--- config.mk ---
export PLATFORM = sky130hd
export DESIGN_NAME = jc_phase_decoder_flat
export DESIGN_NICKNAME = d
export VERILOG_FILES = /design/src/rtl/jc_pkg.sv /design/src/rtl/jc_phase_decoder_if.sv /design/src/rtl/jc_code_decode.sv /design/src/rtl/jc_phase_decoder.sv /design/src/flat_wrapper.sv
export SDC_FILE = /design/constraint.sdc
export NUM_CORES = 1
export LEC_CHECK = 0
export BUFFER_PORTS_ARGS = -buffer_cell sky130_fd_sc_hd__buf_2
export CORE_UTILIZATION = 32
export DETAILED_ROUTE_END_ITERATION = 10
export SYNTH_ARGS = -nofsm -noshare
export SYNTH_HDL_FRONTEND = slang
export SYNTH_SLANG_ARGS = --single-unit
--- constraint.sdc ---
create_clock -name clk -period 3.3 [get_ports clk]
set_clock_uncertainty 0.15 [all_clocks]
set_input_delay 0.99 -clock clk [delete_from_list [all_inputs] [get_ports clk]]
set_output_delay 0.99 -clock clk [all_outputs]
set_load 0.01 [all_outputs]
--- src/rtl/jc_pkg.sv ---
// Shared definitions for the Johnson-counter phase decoder slice.
//   - JC_P0..JC_P7 : the eight legal 4-bit Johnson codes, phase order
//   - jc_state_e   : lock FSM state encoding (SEARCH=0, LOCKED=1)
//   - jc_dec_t     : decode result {legal, idx}
//   - jc_decode()  : 4-bit code -> jc_dec_t
package jc_pkg;

  localparam logic [3:0] JC_P0 = 4'b0000;
  localparam logic [3:0] JC_P1 = 4'b1000;
  localparam logic [3:0] JC_P2 = 4'b1100;
  localparam logic [3:0] JC_P3 = 4'b1110;
  localparam logic [3:0] JC_P4 = 4'b1111;
  localparam logic [3:0] JC_P5 = 4'b0111;
  localparam logic [3:0] JC_P6 = 4'b0011;
  localparam logic [3:0] JC_P7 = 4'b0001;

  typedef enum logic {
    ST_SEARCH = 1'b0,
    ST_LOCKED = 1'b1
  } jc_state_e;

  typedef struct packed {
    logic       legal;
    logic [2:0] idx;
  } jc_dec_t;

  // Codes outside the twisted-ring sequence decode as illegal with idx 0.
  function automatic jc_dec_t jc_decode(input logic [3:0] code);
    jc_dec_t d;
    d.legal = 1'b1;
    d.idx   = 3'd0;
    case (code)
      JC_P0:   d.idx = 3'd0;
      JC_P1:   d.idx = 3'd1;
      JC_P2:   d.idx = 3'd2;
      JC_P3:   d.idx = 3'd3;
      JC_P4:   d.idx = 3'd4;
      JC_P5:   d.idx = 3'd5;
      JC_P6:   d.idx = 3'd6;
      JC_P7:   d.idx = 3'd7;
      default: d.legal = 1'b0;
    endcase
    return d;
  endfunction

endpackage

--- src/rtl/jc_phase_decoder_if.sv ---
// Signal bundle between the upstream Johnson counter side and the decoder.
//   master : drives sample_en, jc_q, clear_err; observes decoder outputs
//   slave  : the decoder (jc_phase_decoder)
//   sample_en/jc_q/clear_err : new-code strobe, sampled code, sticky clear
//   phase_idx/phase_oh       : decoded phase (binary / one-hot)
//   locked, err_illegal, err_seq, err_sticky, rev_count, rev_tick : status
interface jc_phase_decoder_if #(
  parameter int unsigned REV_W = 8
);
  logic             sample_en;
  logic [3:0]       jc_q;
  logic             clear_err;
  logic [2:0]       phase_idx;
  logic [7:0]       phase_oh;
  logic             locked;
  logic             err_illegal;
  logic             err_seq;
  logic             err_sticky;
  logic [REV_W-1:0] rev_count;
  logic             rev_tick;

  modport master (
    output sample_en, jc_q, clear_err,
    input  phase_idx, phase_oh, locked, err_illegal, err_seq,
           err_sticky, rev_count, rev_tick
  );

  modport slave (
    input  sample_en, jc_q, clear_err,
    output phase_idx, phase_oh, locked, err_illegal, err_seq,
           err_sticky, rev_count, rev_tick
  );
endinterface

--- src/rtl/jc_code_decode.sv ---
// Combinational Johnson code decoder.
//   code  in  4 : sampled Johnson code
//   legal out 1 : code is one of the eight ring codes
//   idx   out 3 : phase index (0 when illegal)
module jc_code_decode
  import jc_pkg::*;
(
  input  logic [3:0] code,
  output logic       legal,
  output logic [2:0] idx
);
  jc_dec_t dec;

  assign dec   = jc_decode(code);
  assign legal = dec.legal;
  assign idx   = dec.idx;
endmodule

--- src/rtl/jc_phase_decoder.sv ---
// Phase decoder stage behind a 4-bit Johnson counter. Registers the decoded
// phase, checks legality and successor order, runs a SEARCH/LOCKED FSM and
// counts 7->0 revolutions while locked. All outputs lag the sample by one clk.
//   clk   in : rising-edge clock
//   rst_n in : asynchronous active-low reset
//   bus      : jc_phase_decoder_if.slave (inputs sample_en/jc_q/clear_err,
//              outputs phase_idx/phase_oh/locked/err_*/rev_count/rev_tick)
// Parameters: LOCK_CNT (1..15) successors to lock, REV_W counter width,
//             ALLOW_HOLD 1 = repeated code is a legal stall.
module jc_phase_decoder
  import jc_pkg::*;
#(
  parameter int unsigned LOCK_CNT   = 4,
  parameter int unsigned REV_W      = 8,
  parameter bit          ALLOW_HOLD = 1'b1
) (
  input  logic              clk,
  input  logic              rst_n,
  jc_phase_decoder_if.slave bus
);
  localparam logic [3:0]       LOCK_TGT = 4'(LOCK_CNT);
  localparam logic [REV_W-1:0] REV_ONE  = REV_W'(1);

  jc_state_e        state_q, state_d;
  logic [3:0]       streak_q, streak_d;
  logic [2:0]       prev_q, prev_d;
  logic             prev_valid_q, prev_valid_d;
  logic [2:0]       phase_idx_q, phase_idx_d;
  logic [7:0]       phase_oh_q, phase_oh_d;
  logic             err_illegal_q, err_illegal_d;
  logic             err_seq_q, err_seq_d;
  logic             err_sticky_q, err_sticky_d;
  logic [REV_W-1:0] rev_count_q, rev_count_d;
  logic             rev_tick_q, rev_tick_d;

  logic             dec_legal;
  logic [2:0]       dec_idx;
  logic [2:0]       prev_next;
  logic             is_succ;
  logic             is_hold;
  logic [3:0]       streak_inc;

  jc_code_decode u_dec (
    .code  (bus.jc_q),
    .legal (dec_legal),
    .idx   (dec_idx)
  );

  // 3-bit add wraps 7 -> 0, giving the modulo-8 successor directly.
  assign prev_next  = prev_q + 3'd1;
  assign is_succ    = prev_valid_q && (dec_idx == prev_next);
  assign is_hold    = ALLOW_HOLD && prev_valid_q && (dec_idx == prev_q);
  assign streak_inc = streak_q + 4'd1;

  always_comb begin
    state_d       = state_q;
    streak_d      = streak_q;
    prev_d        = prev_q;
    prev_valid_d  = prev_valid_q;
    phase_idx_d   = phase_idx_q;
    phase_oh_d    = phase_oh_q;
    err_illegal_d = 1'b0;
    err_seq_d     = 1'b0;
    rev_count_d   = rev_count_q;
    rev_tick_d    = 1'b0;

    if (bus.sample_en) begin
      if (!dec_legal) begin
        // Phase outputs keep the last legal value; sequence tracking restarts.
        err_illegal_d = 1'b1;
        state_d       = ST_SEARCH;
        streak_d      = '0;
        prev_valid_d  = 1'b0;
      end else begin
        phase_idx_d  = dec_idx;
        phase_oh_d   = 8'b1 << dec_idx;
        prev_d       = dec_idx;
        prev_valid_d = 1'b1;
        case (state_q)
          ST_SEARCH: begin
            if (is_succ) begin
              if (streak_inc == LOCK_TGT) begin
                state_d  = ST_LOCKED;
                streak_d = '0;
              end else begin
                streak_d = streak_inc;
              end
            end else if (!is_hold) begin
              streak_d = '0;
            end
          end
          ST_LOCKED: begin
            if (!is_succ && !is_hold) begin
              err_seq_d = 1'b1;
              state_d   = ST_SEARCH;
              streak_d  = '0;
            end else if (is_succ && (prev_q == 3'd7)) begin
              rev_count_d = rev_count_q + REV_ONE;
              rev_tick_d  = 1'b1;
            end
          end
          default: state_d = ST_SEARCH;
        endcase
      end
    end

    // A new error outranks a simultaneous clear.
    if (err_illegal_d || err_seq_d) begin
      err_sticky_d = 1'b1;
    end else if (bus.clear_err) begin
      err_sticky_d = 1'b0;
    end else begin
      err_sticky_d = err_sticky_q;
    end
  end

  always_ff @(posedge clk or negedge rst_n) begin
    if (!rst_n) begin
      state_q       <= ST_SEARCH;
      streak_q      <= '0;
      prev_q        <= '0;
      prev_valid_q  <= 1'b0;
      phase_idx_q   <= '0;
      phase_oh_q    <= '0;
      err_illegal_q <= 1'b0;
      err_seq_q     <= 1'b0;
      err_sticky_q  <= 1'b0;
      rev_count_q   <= '0;
      rev_tick_q    <= 1'b0;
    end else begin
      state_q       <= state_d;
      streak_q      <= streak_d;
      prev_q        <= prev_d;
      prev_valid_q  <= prev_valid_d;
      phase_idx_q   <= phase_idx_d;
      phase_oh_q    <= phase_oh_d;
      err_illegal_q <= err_illegal_d;
      err_seq_q     <= err_seq_d;
      err_sticky_q  <= err_sticky_d;
      rev_count_q   <= rev_count_d;
      rev_tick_q    <= rev_tick_d;
    end
  end

  assign bus.phase_idx   = phase_idx_q;
  assign bus.phase_oh    = phase_oh_q;
  assign bus.locked      = (state_q == ST_LOCKED);
  assign bus.err_illegal = err_illegal_q;
  assign bus.err_seq     = err_seq_q;
  assign bus.err_sticky  = err_sticky_q;
  assign bus.rev_count   = rev_count_q;
  assign bus.rev_tick    = rev_tick_q;

endmodule

--- src/flat_wrapper.sv ---
// flat-port wrapper written by rule: the top's interface ports become plain ports
module jc_phase_decoder_flat import jc_pkg::*;
#(
  parameter int unsigned LOCK_CNT   = 4,
  parameter int unsigned REV_W      = 8,
  parameter bit          ALLOW_HOLD = 1'b1
)
  (clk, rst_n, bus_sample_en, bus_jc_q, bus_clear_err, bus_phase_idx, bus_phase_oh, bus_locked, bus_err_illegal, bus_err_seq, bus_err_sticky, bus_rev_count, bus_rev_tick);
  jc_phase_decoder_if #(.REV_W(REV_W)) bus_i ();
  input  logic clk;
  input  logic rst_n;
  input wire logic [$bits(bus_i.sample_en)-1:0] bus_sample_en;
  input wire logic [$bits(bus_i.jc_q)-1:0] bus_jc_q;
  input wire logic [$bits(bus_i.clear_err)-1:0] bus_clear_err;
  output wire logic [$bits(bus_i.phase_idx)-1:0] bus_phase_idx;
  output wire logic [$bits(bus_i.phase_oh)-1:0] bus_phase_oh;
  output wire logic [$bits(bus_i.locked)-1:0] bus_locked;
  output wire logic [$bits(bus_i.err_illegal)-1:0] bus_err_illegal;
  output wire logic [$bits(bus_i.err_seq)-1:0] bus_err_seq;
  output wire logic [$bits(bus_i.err_sticky)-1:0] bus_err_sticky;
  output wire logic [$bits(bus_i.rev_count)-1:0] bus_rev_count;
  output wire logic [$bits(bus_i.rev_tick)-1:0] bus_rev_tick;
  assign bus_i.sample_en = bus_sample_en;
  assign bus_i.jc_q = bus_jc_q;
  assign bus_i.clear_err = bus_clear_err;
  assign bus_phase_idx = bus_i.phase_idx;
  assign bus_phase_oh = bus_i.phase_oh;
  assign bus_locked = bus_i.locked;
  assign bus_err_illegal = bus_i.err_illegal;
  assign bus_err_seq = bus_i.err_seq;
  assign bus_err_sticky = bus_i.err_sticky;
  assign bus_rev_count = bus_i.rev_count;
  assign bus_rev_tick = bus_i.rev_tick;
  jc_phase_decoder #(.LOCK_CNT(LOCK_CNT), .REV_W(REV_W), .ALLOW_HOLD(ALLOW_HOLD)) u_core (.clk(clk), .rst_n(rst_n), .bus(bus_i));
endmodule
======== After elaboration in Yosys (flattened, before gate mapping) ========
Index checks and enable logic that the tools add are counted.
cells by class
  add/subtract/negate cells ............... 3
  equality and inequality tests ........... 13
  shift operators ......................... 1
  mux-type cells .......................... 27
  bitwise gates (word level) .............. 2
  reductions and logical operators ........ 13
operators by type and width
  operator             number
  $pmux 3 s7           1
  $mux 4               5
  $mux 1               19
  $eq 4x4->1 const B   4
  $add 8x1->8 const B  1
  $eq 4x3->1 const B   2
  $pmux 4 s2           1
  $reduce_or 8->1      1
  $shl 1x3->8 const A  1
  $eq 3x3->1           2
  $reduce_and 5->1     1
  $add 4x1->4 const B  1
  $eq 4x1->1 const B   1
  $eq 4x2->1 const B   1
  $logic_and 1x1->1    4
  $logic_not 4->1      1
  $ne 4x4->1 const B   1
  $add 3x1->3 const B  1
  $eq 3x3->1 const B   1
  $ne 3x3->1 const B   1
  $reduce_and 3->1     1
  $logic_not 1->1      2
  $not 1->1            2
  $pmux 1 s2           1
  other kinds (3)      3
word-level totals
  flip-flop bits (word level) ............. 29

======== Longest topological paths before layout ========
  depth in word-level cells ............... 12
  gate-level depth with buffers ........... 8

======== Modules after synthesis ========
Synthesis repeated with hierarchy kept, for this count alone.
unflattened totals
  cells, all modules ...................... 142
  area total of the unflattened synthesis .. 1515.2 um^2
by module, submodules not included
  module            instances  cells each  area an instance (um^2)
  jc_phase_decoder  1          128         1441.4
  jc_code_decode    1          14          73.8

======== Worst setup path after synthesis ========
No wires, ideal clock.
  path kind ............................... input-to-reg
  start ................................... in bus_jc_q[2]
  end ..................................... reg u_core.rev_count_q[1], in the netlist u_core.bus.rev_count[1]
  library setup time ...................... 0.127 ns
  arrival ................................. 2.584 ns
  required time ........................... 3.023 ns
  setup slack ............................. 0.438 ns
  stages .................................. 6
  buffers on the path ..................... 1
  cells stage by stage .................... buf_2 or2_2 a21o_1 xnor2_1 nor4_4 mux2_1
between the ends
  cells in the longest elaborated chain, start to end .. 8
ends and longest elaborated chain
  element                                   RTL line                                        source
  start: declaration                        flat_wrapper.sv:13                              input wire logic [$bits(bus_i.jc_q)-1:0] bus_jc_q;
  $eq 4x1->1, or another cell as far along  jc_pkg.sv:32                                    case (code)
  $pmux 3 s7                                jc_pkg.sv:32
  $eq 3x3->1 (on tied branches)             jc_phase_decoder.sv:51, jc_phase_decoder.sv:52
  $logic_and 1x1->1 (on tied branches)      jc_phase_decoder.sv:51, jc_phase_decoder.sv:52
  $logic_not 1->1 (on tied branches)        -
  $logic_and 1x1->1                         jc_phase_decoder.sv:93                          if (!is_succ && !is_hold) begin
  $not 1->1 (no source line)                -
  $reduce_and 5->1 (no source line) *       -
  end signal: assignment                    jc_phase_decoder.sv:140                         rev_count_q <= rev_count_d;
  end: declaration                          jc_phase_decoder.sv:33                          logic [REV_W-1:0] rev_count_q, rev_count_d;
Mark *: on every way between the ends. The rest lies on a longest branch, timed or not.
A chain may end at the register's enable or synchronous reset.

======== Final worst setup path ========
  start ................................... in bus_jc_q[2]
  end ..................................... reg u_core.streak_q[2]
between the ends
  cells in the longest elaborated chain, start to end .. 8
ends and longest elaborated chain
  element                                   RTL line                                        source
  $eq 4x1->1, or another cell as far along  jc_pkg.sv:32
  $pmux 3 s7                                jc_pkg.sv:32
  $eq 3x3->1 (on tied branches)             jc_phase_decoder.sv:51, jc_phase_decoder.sv:52
  $logic_and 1x1->1 (on tied branches)      jc_phase_decoder.sv:51, jc_phase_decoder.sv:52
  $logic_not 1->1 (on tied branches)        -
  $logic_and 1x1->1                         jc_phase_decoder.sv:93
  $ne 3x3->1 (no source line)               -
  $reduce_and 3->1 (no source line)         -
  end signal: assignment                    jc_phase_decoder.sv:132                         streak_q <= streak_d;
  end: declaration                          jc_phase_decoder.sv:25                          logic [3:0] streak_q, streak_d;
Parallel ways exist; a longest one is shown, timed or not.

==> results by group <==
Global route
  – Largest net degree at the start of global routing: 30
  – Initial antenna violation count: 0
  – GRT Total Usage: 0.156
  – First-pass GRT wire length: between 7000 and 8000 µm
  – Grt total ovfl: 0
  – Vias in the first global route: roughly 1600

STA
  – Hold Vio Cnt, Final: 0
  – Hold Slack: 322 ps
  – Setup TNS: 0 ps
  – Post-route worst setup slack: approximately 430 ps
  – Relative slew slack: 0.558
  – Setup violations, final: 0
  – RSZ-0062 raised after global routing: no
  – Final Max Slew Viols: 0
  – Fin crit share: 0.871
  – Worst Tran Pin Value: around 660 ps
  – Minimum clock period: 2870 ps
  – Fmax achieved: ~350 MHz

Clock tree
  – CTS resizes: 0
  – CTS tree: yes
  – CTS buffer count: 5
  – CTS Sinks: 29
  – H-tree depth: 2
  – Hold Buf Count CTS: 0
  – Reg clk slew, reported paths: 60 ps
  – Clk root buf: clkbuf_8
  – Clk buf depth: 2
  – Worst-skew pair later-pin latency: 280 ps
  – Post-CTS Setup Inserts: 0

Setup path
  – Setup crit start: bus_jc_q[2]
  – Crit path max-delay family: simple AND/OR/NAND/NOR gates
  – Slowest stage cell, crit path: nor4_2
  – CP endpoint kind: register
  – Setup CP Type: input pin to register
  – Buf/Inv on CP: 1
  – Crit start category: input pin
  – Reg-to-reg slack, setup: slightly below 600 ps
  – Crit Path Max Fanout: 20
  – Critical Path RT: between 3000 and 4000 ps
  – End of the worst register-to-register path: u_core.streak_q[2]
  – RR Startpoint: u_core.prev_q[0]
  – Worst-path cell chain: buf_2 > or2_2 > a21o_1 > xnor2_1 > nor4_2 > a21oi_1 > o21ai_1
  – Arrival time at the worst endpoint: between 2000 and 3000 ps
  – Register-to-Register Path Depth: 7
  – Instance count on the critical path: 7
  – Worst Setup EP: u_core.streak_q[2]
  – CP peak stage delay: around 560 ps

Synthesis
  – Ys async rst share: 1.00
  – Post-synthesis cell count: 210
  – Cell taking the most area after synthesis: dfrtp_1
  – Top cells by area, synth: dfrtp_1 40%, nand2_1 4.5%, o21ai_0 4.4%
  – Area share of the leading cell type in the synthesized netlist: 0.396
  – Synthesized area: 0.00183 mm²
  – Synthesized area per cell: roughly 8.7 µm²
  – Distinct cells, synth: 47
  – Synth warn: 0
  – Synth Flop Type: dfrtp_1
  – Seq/Total Area, Yosys: 0.396
  – Post-synth EDFFs: 0
  – Post-Syn Nets: 223
  – Synthesis-stage register bit count: 29

Floorplan
  – DIE AREA: around 0.006 mm²
  – Core area: 0.00551 mm²
  – Initial Util: 0.333
  – Die height: a little under 80 µm
  – Top-Level Pins: 32
  – Rows: 27
  – Die width: slightly below 80 µm

Layout
  – Final instance area: roughly 0.0022 mm²
  – Filler cell count: 563
  – N_diodes: 0
  – Final nets: around 250
  – Area grow syn2layout: 17.6%
  – Multi-input logic area: between 0.001 and 0.0015 mm²
  – Proportion of layout cells with a drive suffix above 1: 0.216
  – Register area: ~730 µm²

Route
  – Detail Route Antenna Nets: 0
  – WL/cell: ~14 µm
  – Post-Route WL: 4380 µm
  – Drt pass-1 iters: 4
  – Drt initial violations: around 140
  – DR DRC count: 0
  – Vias/cell: 5.30
  – Via Count: approximately 1700

Hold path
  – Hold Crit Class: register to register

Place
  – GPL Wtd Cong: 0.847
  – Pre-CTS setup slack: between 150 and 200 ps
  – Port Buffers: 31
  – Placed Area: 0.00205 mm²
  – HPWL Detailed: 3040 µm

Run status
  – Status: finished, final reports clean

Run
  – Max-cap check violation count: 0

Pwr
  – VDD IR-drop max: about 0.24 mV
  – Leakage: 1.01 nW
  – Power Dens Cells: approximately 440 mW/mm²
-- worst min-delay path by stage --
stage / startpoint / to / cells after the start
floorplan: u_core.bus.rev_count[7] / u_core.bus.rev_count[7] / 1
global placement: u_core.bus.rev_count[7] / u_core.bus.rev_count[7] / 1
detailed placement: u_core.bus.rev_count[7] / u_core.bus.rev_count[7] / 1
CTS: u_core.bus.rev_count[7] / u_core.bus.rev_count[7] / 1
global route: u_core.bus.rev_count[7] / u_core.bus.rev_count[7] / 1
finish: u_core.bus.rev_count[7] / u_core.bus.rev_count[7] / 1
-- cells by family after synthesis --
family,synth area share
mux,0.00614
simple gates,0.246
flops,0.396
xor+xnor,0.0526
buf+inv,0.0539
compound gates,0.212
fa+ha+maj,0.0341
-- flip-flops by register name, summed over array words and instances, names as in the netlist, 3 cells and up --
name,cells
u_core.bus.rev_count,8
u_core.prev_q,3
u_core.streak_q,4
u_core.bus.phase_oh,8
-- metrics by stage --
stage / total power [mW] / utilization / cells
3_5_place_dp: 0.626 / 0.373 / 305
5_1_grt: 1.00 / 0.392 / 313
6_report: 0.950 / 0.392 / 313
2_1_floorplan: 0.563 / - / 210
3_3_place_gp: 0.625 / 0.373 / 305
4_1_cts: 0.961 / 0.392 / 313
-- cell usage after synthesis (all sizes together), types with 2 or more instances --
library cell  instances
a31oi                 5
xnor2                 9
nand4b                3
clkbuf                7
dfrtp                29
nor4b                 2
a211o                 2
xor2                  2
nor2                 11
nor2b                 2
or2                   2
inv                  10
nor4                  6
nand4                 2
o221ai                2
nor3                  4
ha                    5
a21o                  2
o21a                  2
a21oi                14
buf                   6
nand3                12
and3b                 2
and3                  5
a41oi                 3
nand2b                4
a211oi                2
nand2                22
o21ai                21
a22oi                 2
-- power breakdown --
| group | internal [mW] | switching [mW] |
|---|---|---|
| logic | 0.0834 | 0.132 |
| registers | 0.377 | 0.0296 |
| clock network | 0.188 | 0.140 |
-- area by class of cell --
type                    count  share of cell area
multi-input cells         158               0.468
flip-flops and latches     29               0.337
repair buffers             36              0.0894
clock buffers               7              0.0447
well taps                  72              0.0418
inverters                  10              0.0174
clock inverters             1             0.00232
-- placed cells by master (no fill, tap or decap), types with 2 or more instances in the layout --
cell type | netlist | routed
nand3_1 | 12 | 12
xnor2_1 | 9 | 9
dfrtp_1 | 29 | 29
clkbuf_8 | 0 | 7
buf_2 | 4 | 31
nand2_1 | 22 | 22
a21oi_1 | 14 | 14
nor2b_1 | 2 | 2
ha_1 | 5 | 5
nor4_2 | 2 | 2
a21o_1 | 2 | 2
o21ai_1 | 4 | 4
a22oi_1 | 2 | 2
inv_1 | 10 | 10
o21ai_0 | 16 | 16
nand4b_1 | 3 | 3
nor2_1 | 11 | 11
o21a_1 | 2 | 2
nand4_1 | 2 | 2
nor3_1 | 4 | 4
nor4b_1 | 2 | 2
and3_1 | 5 | 5
o221ai_1 | 2 | 2
buf_4 | 0 | 5
a31oi_1 | 5 | 5
nor4_1 | 3 | 3
or2_2 | 2 | 2
nand2b_1 | 4 | 4
a211o_1 | 2 | 2
a41oi_1 | 3 | 3
and3b_1 | 2 | 2
xor2_1 | 2 | 2
-- per-layer routing --
metal  up-vias  share of wire  track usage
met5         -              0            0
met4         0          0.011       0.0642
met3         5          0.049       0.0376
met2        50           0.45        0.248
met1       783           0.49        0.203
li1        822              -            -
Note: power is estimated with default switching activity, not from simulation.
